`src/rtl/term_ctrl.sv`:
```
// Serial-terminal controller: turns received bytes into VRAM port-A writes, tracks the
// cursor and attribute, and runs control codes, scrolling, screen clear and the visual bel.
module term_ctrl #(
  parameter int         COLS       = 64,
  parameter int         ROWS       = 32,
  parameter int         BEL_CYCLES = 1200000,
  parameter logic [7:0] BLANK      = 8'h20
) (
  input  logic        i_clk,
  input  logic        i_rst,
  input  logic [7:0]  i_rx_data,
  input  logic        i_rx_valid,
  output logic        o_rx_ready,
  output logic [10:0] o_vram_addr,
  output logic [8:0]  o_vram_din,
  input  logic [8:0]  i_vram_dout,
  output logic        o_vram_ce,
  output logic        o_vram_wre,
  output logic        o_bel,
  output logic        o_busy
);

  localparam int         BW         = (BEL_CYCLES > 1) ? $clog2(BEL_CYCLES) : 1;
  localparam logic [5:0] X_LAST     = 6'(COLS - 1);
  localparam logic [4:0] Y_LAST     = 5'(ROWS - 1);
  localparam logic [4:0] Y_PENULT   = 5'(ROWS - 2);
  localparam logic [8:0] BLANK_CELL = {1'b0, BLANK};

  typedef enum logic [2:0] {
    ST_RESET,
    ST_CLEAR,
    ST_IDLE,
    ST_WRITE,
    ST_CTRL,
    ST_SCR_RD,
    ST_SCR_WR,
    ST_FILL
  } state_t;

  state_t          state_q, state_d;
  logic [5:0]      cx_q, cx_d;
  logic [4:0]      cy_q, cy_d;
  logic [5:0]      col_q, col_d;
  logic [4:0]      row_q, row_d;
  logic            attr_q, attr_d;
  logic [7:0]      char_q, char_d;
  logic            bel_q, bel_d;
  logic [BW-1:0]   bel_cnt_q, bel_cnt_d;
  logic            accept;
  logic [4:0]      row_below;

  assign accept     = i_rx_valid && (state_q == ST_IDLE);
  assign row_below  = row_q + 5'd1;
  assign o_rx_ready = (state_q == ST_IDLE);
  assign o_busy     = (state_q != ST_IDLE);
  assign o_bel      = bel_q;

  always_ff @(posedge i_clk) begin
    if (i_rst) begin
      state_q   <= ST_RESET;
      cx_q      <= '0;
      cy_q      <= '0;
      col_q     <= '0;
      row_q     <= '0;
      attr_q    <= 1'b0;
      char_q    <= '0;
      bel_q     <= 1'b0;
      bel_cnt_q <= '0;
    end else begin
      state_q   <= state_d;
      cx_q      <= cx_d;
      cy_q      <= cy_d;
      col_q     <= col_d;
      row_q     <= row_d;
      attr_q    <= attr_d;
      char_q    <= char_d;
      bel_q     <= bel_d;
      bel_cnt_q <= bel_cnt_d;
    end
  end

  // Bel timer runs independently of the main FSM; a retrigger simply reloads it.
  always_comb begin
    bel_d     = bel_q;
    bel_cnt_d = bel_cnt_q;
    if (accept && (i_rx_data == 8'h07)) begin
      bel_d     = 1'b1;
      bel_cnt_d = BW'(BEL_CYCLES - 1);
    end else if (bel_q) begin
      if (bel_cnt_q == '0) begin
        bel_d = 1'b0;
      end else begin
        bel_cnt_d = bel_cnt_q - 1'b1;
      end
    end
  end

  always_comb begin
    state_d     = state_q;
    cx_d        = cx_q;
    cy_d        = cy_q;
    col_d       = col_q;
    row_d       = row_q;
    attr_d      = attr_q;
    char_d      = char_q;
    o_vram_ce   = 1'b0;
    o_vram_wre  = 1'b0;
    o_vram_addr = {cy_q, cx_q};
    o_vram_din  = {attr_q, char_q};

    case (state_q)
      ST_RESET: begin
        col_d   = '0;
        row_d   = '0;
        state_d = ST_CLEAR;
      end

      ST_CLEAR: begin
        o_vram_ce   = 1'b1;
        o_vram_wre  = 1'b1;
        o_vram_addr = {row_q, col_q};
        o_vram_din  = BLANK_CELL;
        if (col_q == X_LAST) begin
          col_d = '0;
          if (row_q == Y_LAST) begin
            row_d   = '0;
            cx_d    = '0;
            cy_d    = '0;
            state_d = ST_IDLE;
          end else begin
            row_d = row_below;
          end
        end else begin
          col_d = col_q + 6'd1;
        end
      end

      ST_IDLE: begin
        if (accept) begin
          char_d = i_rx_data;
          if ((i_rx_data >= 8'h20) && (i_rx_data <= 8'h7E)) begin
            state_d = ST_WRITE;
          end else begin
            case (i_rx_data)
              8'h0D: begin
                cx_d    = '0;
                state_d = ST_CTRL;
              end
              8'h08: begin
                if (cx_q != '0) cx_d = cx_q - 6'd1;
                state_d = ST_CTRL;
              end
              8'h0E: begin
                attr_d  = 1'b1;
                state_d = ST_CTRL;
              end
              8'h0F: begin
                attr_d  = 1'b0;
                state_d = ST_CTRL;
              end
              8'h07: state_d = ST_CTRL;
              8'h0A: begin
                if (cy_q != Y_LAST) begin
                  cy_d = cy_q + 5'd1;
                end else begin
                  row_d   = '0;
                  col_d   = '0;
                  state_d = ST_SCR_RD;
                end
              end
              8'h0C: begin
                row_d   = '0;
                col_d   = '0;
                state_d = ST_CLEAR;
              end
              default: ;
            endcase
          end
        end
      end

      ST_WRITE: begin
        o_vram_ce  = 1'b1;
        o_vram_wre = 1'b1;
        state_d    = ST_IDLE;
        if (cx_q == X_LAST) begin
          cx_d = '0;
          if (cy_q != Y_LAST) begin
            cy_d = cy_q + 5'd1;
          end else begin
            row_d   = '0;
            col_d   = '0;
            state_d = ST_SCR_RD;
          end
        end else begin
          cx_d = cx_q + 6'd1;
        end
      end

      ST_CTRL: state_d = ST_IDLE;

      // Each cell is moved up one row with a read followed by a write of the returned data.
      ST_SCR_RD: begin
        o_vram_ce   = 1'b1;
        o_vram_addr = {row_below, col_q};
        state_d     = ST_SCR_WR;
      end

      ST_SCR_WR: begin
        o_vram_ce   = 1'b1;
        o_vram_wre  = 1'b1;
        o_vram_addr = {row_q, col_q};
        o_vram_din  = i_vram_dout;
        state_d     = ST_SCR_RD;
        if (col_q == X_LAST) begin
          col_d = '0;
          if (row_q == Y_PENULT) begin
            state_d = ST_FILL;
          end else begin
            row_d = row_below;
          end
        end else begin
          col_d = col_q + 6'd1;
        end
      end

      ST_FILL: begin
        o_vram_ce   = 1'b1;
        o_vram_wre  = 1'b1;
        o_vram_addr = {Y_LAST, col_q};
        o_vram_din  = BLANK_CELL;
        if (col_q == X_LAST) begin
          col_d   = '0;
          row_d   = '0;
          state_d = ST_IDLE;
        end else begin
          col_d = col_q + 6'd1;
        end
      end

      default: state_d = ST_RESET;
    endcase
  end

endmodule
```
`config.mk`:
```
export PLATFORM = sky130hd
export DESIGN_NAME = term_ctrl
export DESIGN_NICKNAME = d
export VERILOG_FILES = /design/src/rtl/term_ctrl.sv
export SDC_FILE = /design/constraint.sdc
export NUM_CORES = 1
export LEC_CHECK = 0
export CAP_MARGIN = 40
export CORE_MARGIN = 8
export CORE_UTILIZATION = 57
export DETAILED_ROUTE_END_ITERATION = 6
export PLACE_DENSITY = 0.84
export SLEW_MARGIN = 20
export SYNTH_ARGS = -nofsm -noshare
export SYNTH_HDL_FRONTEND = slang
export SYNTH_SLANG_ARGS = --single-unit
```
`constraint.sdc`:
```
create_clock -name i_clk -period 3.5 [get_ports i_clk]
set_input_delay 0.7 -clock i_clk [delete_from_list [all_inputs] [get_ports i_clk]]
set_output_delay 0.7 -clock i_clk [all_outputs]
set_load 0.03 [all_outputs]
```
==> qor.tcl <==
set qor(port_buffers) 44
set qor(dr.first_iter.drc_count) 335
set qor(final-setup-viol-count) 0
set qor(clkSlewWorstSetupHoldPaths_ns) 0.11
set qor(critical_path.n_buffers_inverters) 2
set qor(placement_rows) 30
set qor(dominant_combinational_cell_family_by_area_after_synthesis) {simple AND/OR/NAND/NOR gates}
set qor(cp.depth) 5
set qor(synthMuxAreaShare) 0.03626
set qor(synth.distinct_cells) 69
set qor(hold_slack_ns) 0.4624
set qor(core-area_sq_um) 6644
set qor(crit_family) {buffers and inverters}
set qor(worst_hold_path_type) {flip-flop to flip-flop}
set qor(number_of_global_route_vias_before_repair) 3619
set qor(crit_path_max_fanout) 14
set qor(detail_placement_hpwl_um) 7377
set qor(fp.dieArea_sq_um) 9598
set qor(clock_latency_ns) 0.32
set qor(final.setup.tns_ns) 0
set qor(r2r_cells) 9
set qor(floorplan.die.width_um) 97.97
set qor(power-per-cell-area_nw_per_um2) 553.8
set qor(post-route-cell-area_sq_um) 4355
set qor(critical-path-max-stage-delay_ns) 0.60
set qor(synth_area_per_cell_sq_um) 7.524
set qor(top_level_ports) 45
set qor(irDropWorstVdd_mv) 0.4471
set qor(place_area_sq_um) 4264
set qor(global_route_wire_length_before_repair_um) 17070
set qor(drv.max_cap_violation_count) 0
set qor(timing.final.hold_violations) 0
set qor(postCtsHoldBufs) 0
set qor(max-slew-margin-rel) 0.4898
set qor(criticalPathCategory) {flip-flop to primary output}
set qor(antennaDiodeCount) 0
set qor(number_of_enable_type_register_cells_in_the_synthesized_netlist) 0
set qor(clock_tree_from_tritoncts) {done}
set qor(mostFrequentLayoutCell) {nand2_1}
set qor(synth_adder_area_share) 0.02940
set qor(crit_path_end_kind) {primary output}
set qor(layout-area-overhead-vs-synth_pct) 13.72
set qor(grt_util_all_layers) 0.2081
set qor(most_common_flop_cell_mapped_by_yosys) {dfxtp_1}
set qor(num-nets-final) 565
set qor(drc) 0
set qor(antenna_violations_before_repair) 0
set qor(synthDominantCellAreaShare) 0.2927
set qor(grt_overflow_total) 0
set qor(critPathMostFrequentCell) {nor2_1}
set qor(drive_gt1_frac) 0.08939
set qor(mostFrequentLayoutCells) {61 x nand2_1, 55 x dfxtp_1, 52 x nor2_1, 51 x a21oi_1, 44 x clkdlybuf4s50_1}
set qor(worst_hold_path.num_cells) 2
set qor(yosys_register_bits) 56
set qor(grt_setup_unrepaired) {false}
set qor(total_standard_cell_area_after_synthesis_sq_um) 3830
set qor(fin_util) 0.6556
set qor(leading_area_contributor_after_synthesis) {dfxtp_1}
set qor(ant_nets) 0
set qor(drt-wirelength-per-cell_um) 16.09
set qor(place.gp.congestion) 0.8489
set qor(synth_compound_gate_area_share) 0.2591
set qor(clock_sink_count) 56
set qor(status) {complete, no violations}
set qor(synth-simple-area-share) 0.2796
set qor(path_cells) {inv_1 > nor2_1 > nor2_1 > mux2_2 > clkdlybuf4s50_1}
set qor(asyncSetResetFlopFracSynth) 0
set qor(cts-htree-levels) 2
set qor(drt_wl_total_um) 9930
set qor(start_kind) {flip-flop}
set qor(largest_net_degree_at_the_start_of_global_routing) 53
set qor(cts_inserted_buffers) 5
set qor(arrival_time_of_the_worst_setup_path_ns) 2.63
set qor(cell_chosen_for_the_clock_root) {clkbuf_8}
set qor(die_y_um) 97.97
set qor(final_period_minus_worst_setup_slack_ns) 3.333
set qor(netlist_instances) 509
set qor(yosysWarningCount) 0
set qor(report.final.slew_viol_count) 0
set qor(via_count) 3851
set qor(xor_xnor_portion_of_the_synthesized_cell_area) 0.03659
set qor(synth_sequential_area_ratio) 0.2927
set qor(fmax_ghz) 0.3000
set qor(initial_utilization) 0.5765
set qor(routed_via_density) 6.241
set qor(net_count_after_synthesis) 538
set qor(power_leakage_nw) 1.541
set qor(actual_slew_at_the_worst_max_slew_pin_ns) 0.7618
set qor(timing.clock.skew_ns) 0.004488
set qor(min_period_over_period) 0.9523
set qor(cts-root-to-sink-buffers) 2
set qor(drt_first_pass_iters) 7
set qor(netlist_top_cells_area) {dfxtp_1 29%, a21oi_1 6.7%, nand2_1 6.0%, nor2_1 5.1%, o21ai_0 4.2%}
set qor(worstPathRequired_ns) 2.80
set qor(crit_slowest_cell) {clkdlybuf4s50_1}
## final timing paths
check              from             end  slack, ns
max          state_q[1]  o_vram_addr[2]       0.17
min           char_q[1]       char_q[1]       0.46
max reg2reg    row_q[0]         cy_q[3]       0.70
min reg2reg   char_q[1]       char_q[1]       0.46
## cells by family (layout without fill, tap and decap cells)
group / Yosys count / in the layout
buf+inv: 54 / 82
fa+ha+maj: 9 / 9
flops: 56 / 56
xor+xnor: 16 / 16
simple gates: 210 / 210
compound gates: 151 / 151
mux: 13 / 13
## layer usage
metal	track usage	share of wire	routed length (um)	vias to the layer above
li1	-	-	-	1896
met1	0.2762	0.45	4464	1797
met2	0.3451	0.49	4846	142
met3	0.02987	0.052	520	16
met4	0.04796	0.010	99	0
met5	0	0	0	-
## flip-flops by register name, summed over array words and instances (netlist names)
name       count
cy_q           5
o_bel          1
col_q          6
cx_q           6
row_q          5
char_q         8
state_q        3
bel_cnt_q     21
attr_q         1
## stage by stage
stage	setup slack, ns	total power (W)	instances
finish	0.1669	0.002412	617
global placement	0.3548	0.002004	609
CTS	0.1058	0.002404	617
floorplan	0.8432	0.001680	509
detailed placement	0.2739	0.002032	609
global route	0.02947	0.002560	617
## worst reg2reg max path: cells and delay by family (launching register included)
kind,cells,cell delay (ns)
AO/OA/AOI/OAI,4,1.08
AND/OR/NAND/NOR,3,0.66
flip-flops,1,0.50
adder cells (fa/ha/maj),2,0.50
## final cells by class
type / count / area [sq um]
clock buffer: 5 / 68.82
clock inverter: 3 / 21.27
fill: 554 / 2288
inverter: 22 / 87.58
multi-input combinational: 399 / 2455
sequential: 56 / 1122
tap: 80 / 100.1
timing repair buffer: 52 / 500.5
## what timing repair did
action / 4_1_cts / 5_1_grt
endpoints found under the setup margin: 0 / 9
gates resized for setup: 0 / 1
buffers inserted: 0 / 0
## synth_stat cells (all sizes together) (3+ instances only)
master,number
nand2,62
dfxtp,56
a21oi,53
nor2,52
o21ai,34
inv,21
clkbuf,18
buf,14
nor3,14
nand2b,13
nand3,13
xnor2,11
o31ai,10
ha,9
a31oi,8
o22ai,8
or4,8
and3,7
mux2,7
nand4,7
mux2i,6
nor4,6
xor2,5
or2,4
or3,4
or3b,4
a211o,3
a211oi,3
a22o,3
nand3b,3
nor2b,3
o2111ai,3
o211ai,3
o21a,3
## where the power goes
part	total [W]	switching, W	leakage [nW]	internal [W]
logic	0.00130	0.000810	1.04	0.000487
registers	0.000742	0.0000676	0.452	0.000675
clock network	0.000372	0.000229	0.0445	0.000143
total	0.00241	0.00111	1.54	0.00130
Note: power is estimated with default switching activity, not from simulation.
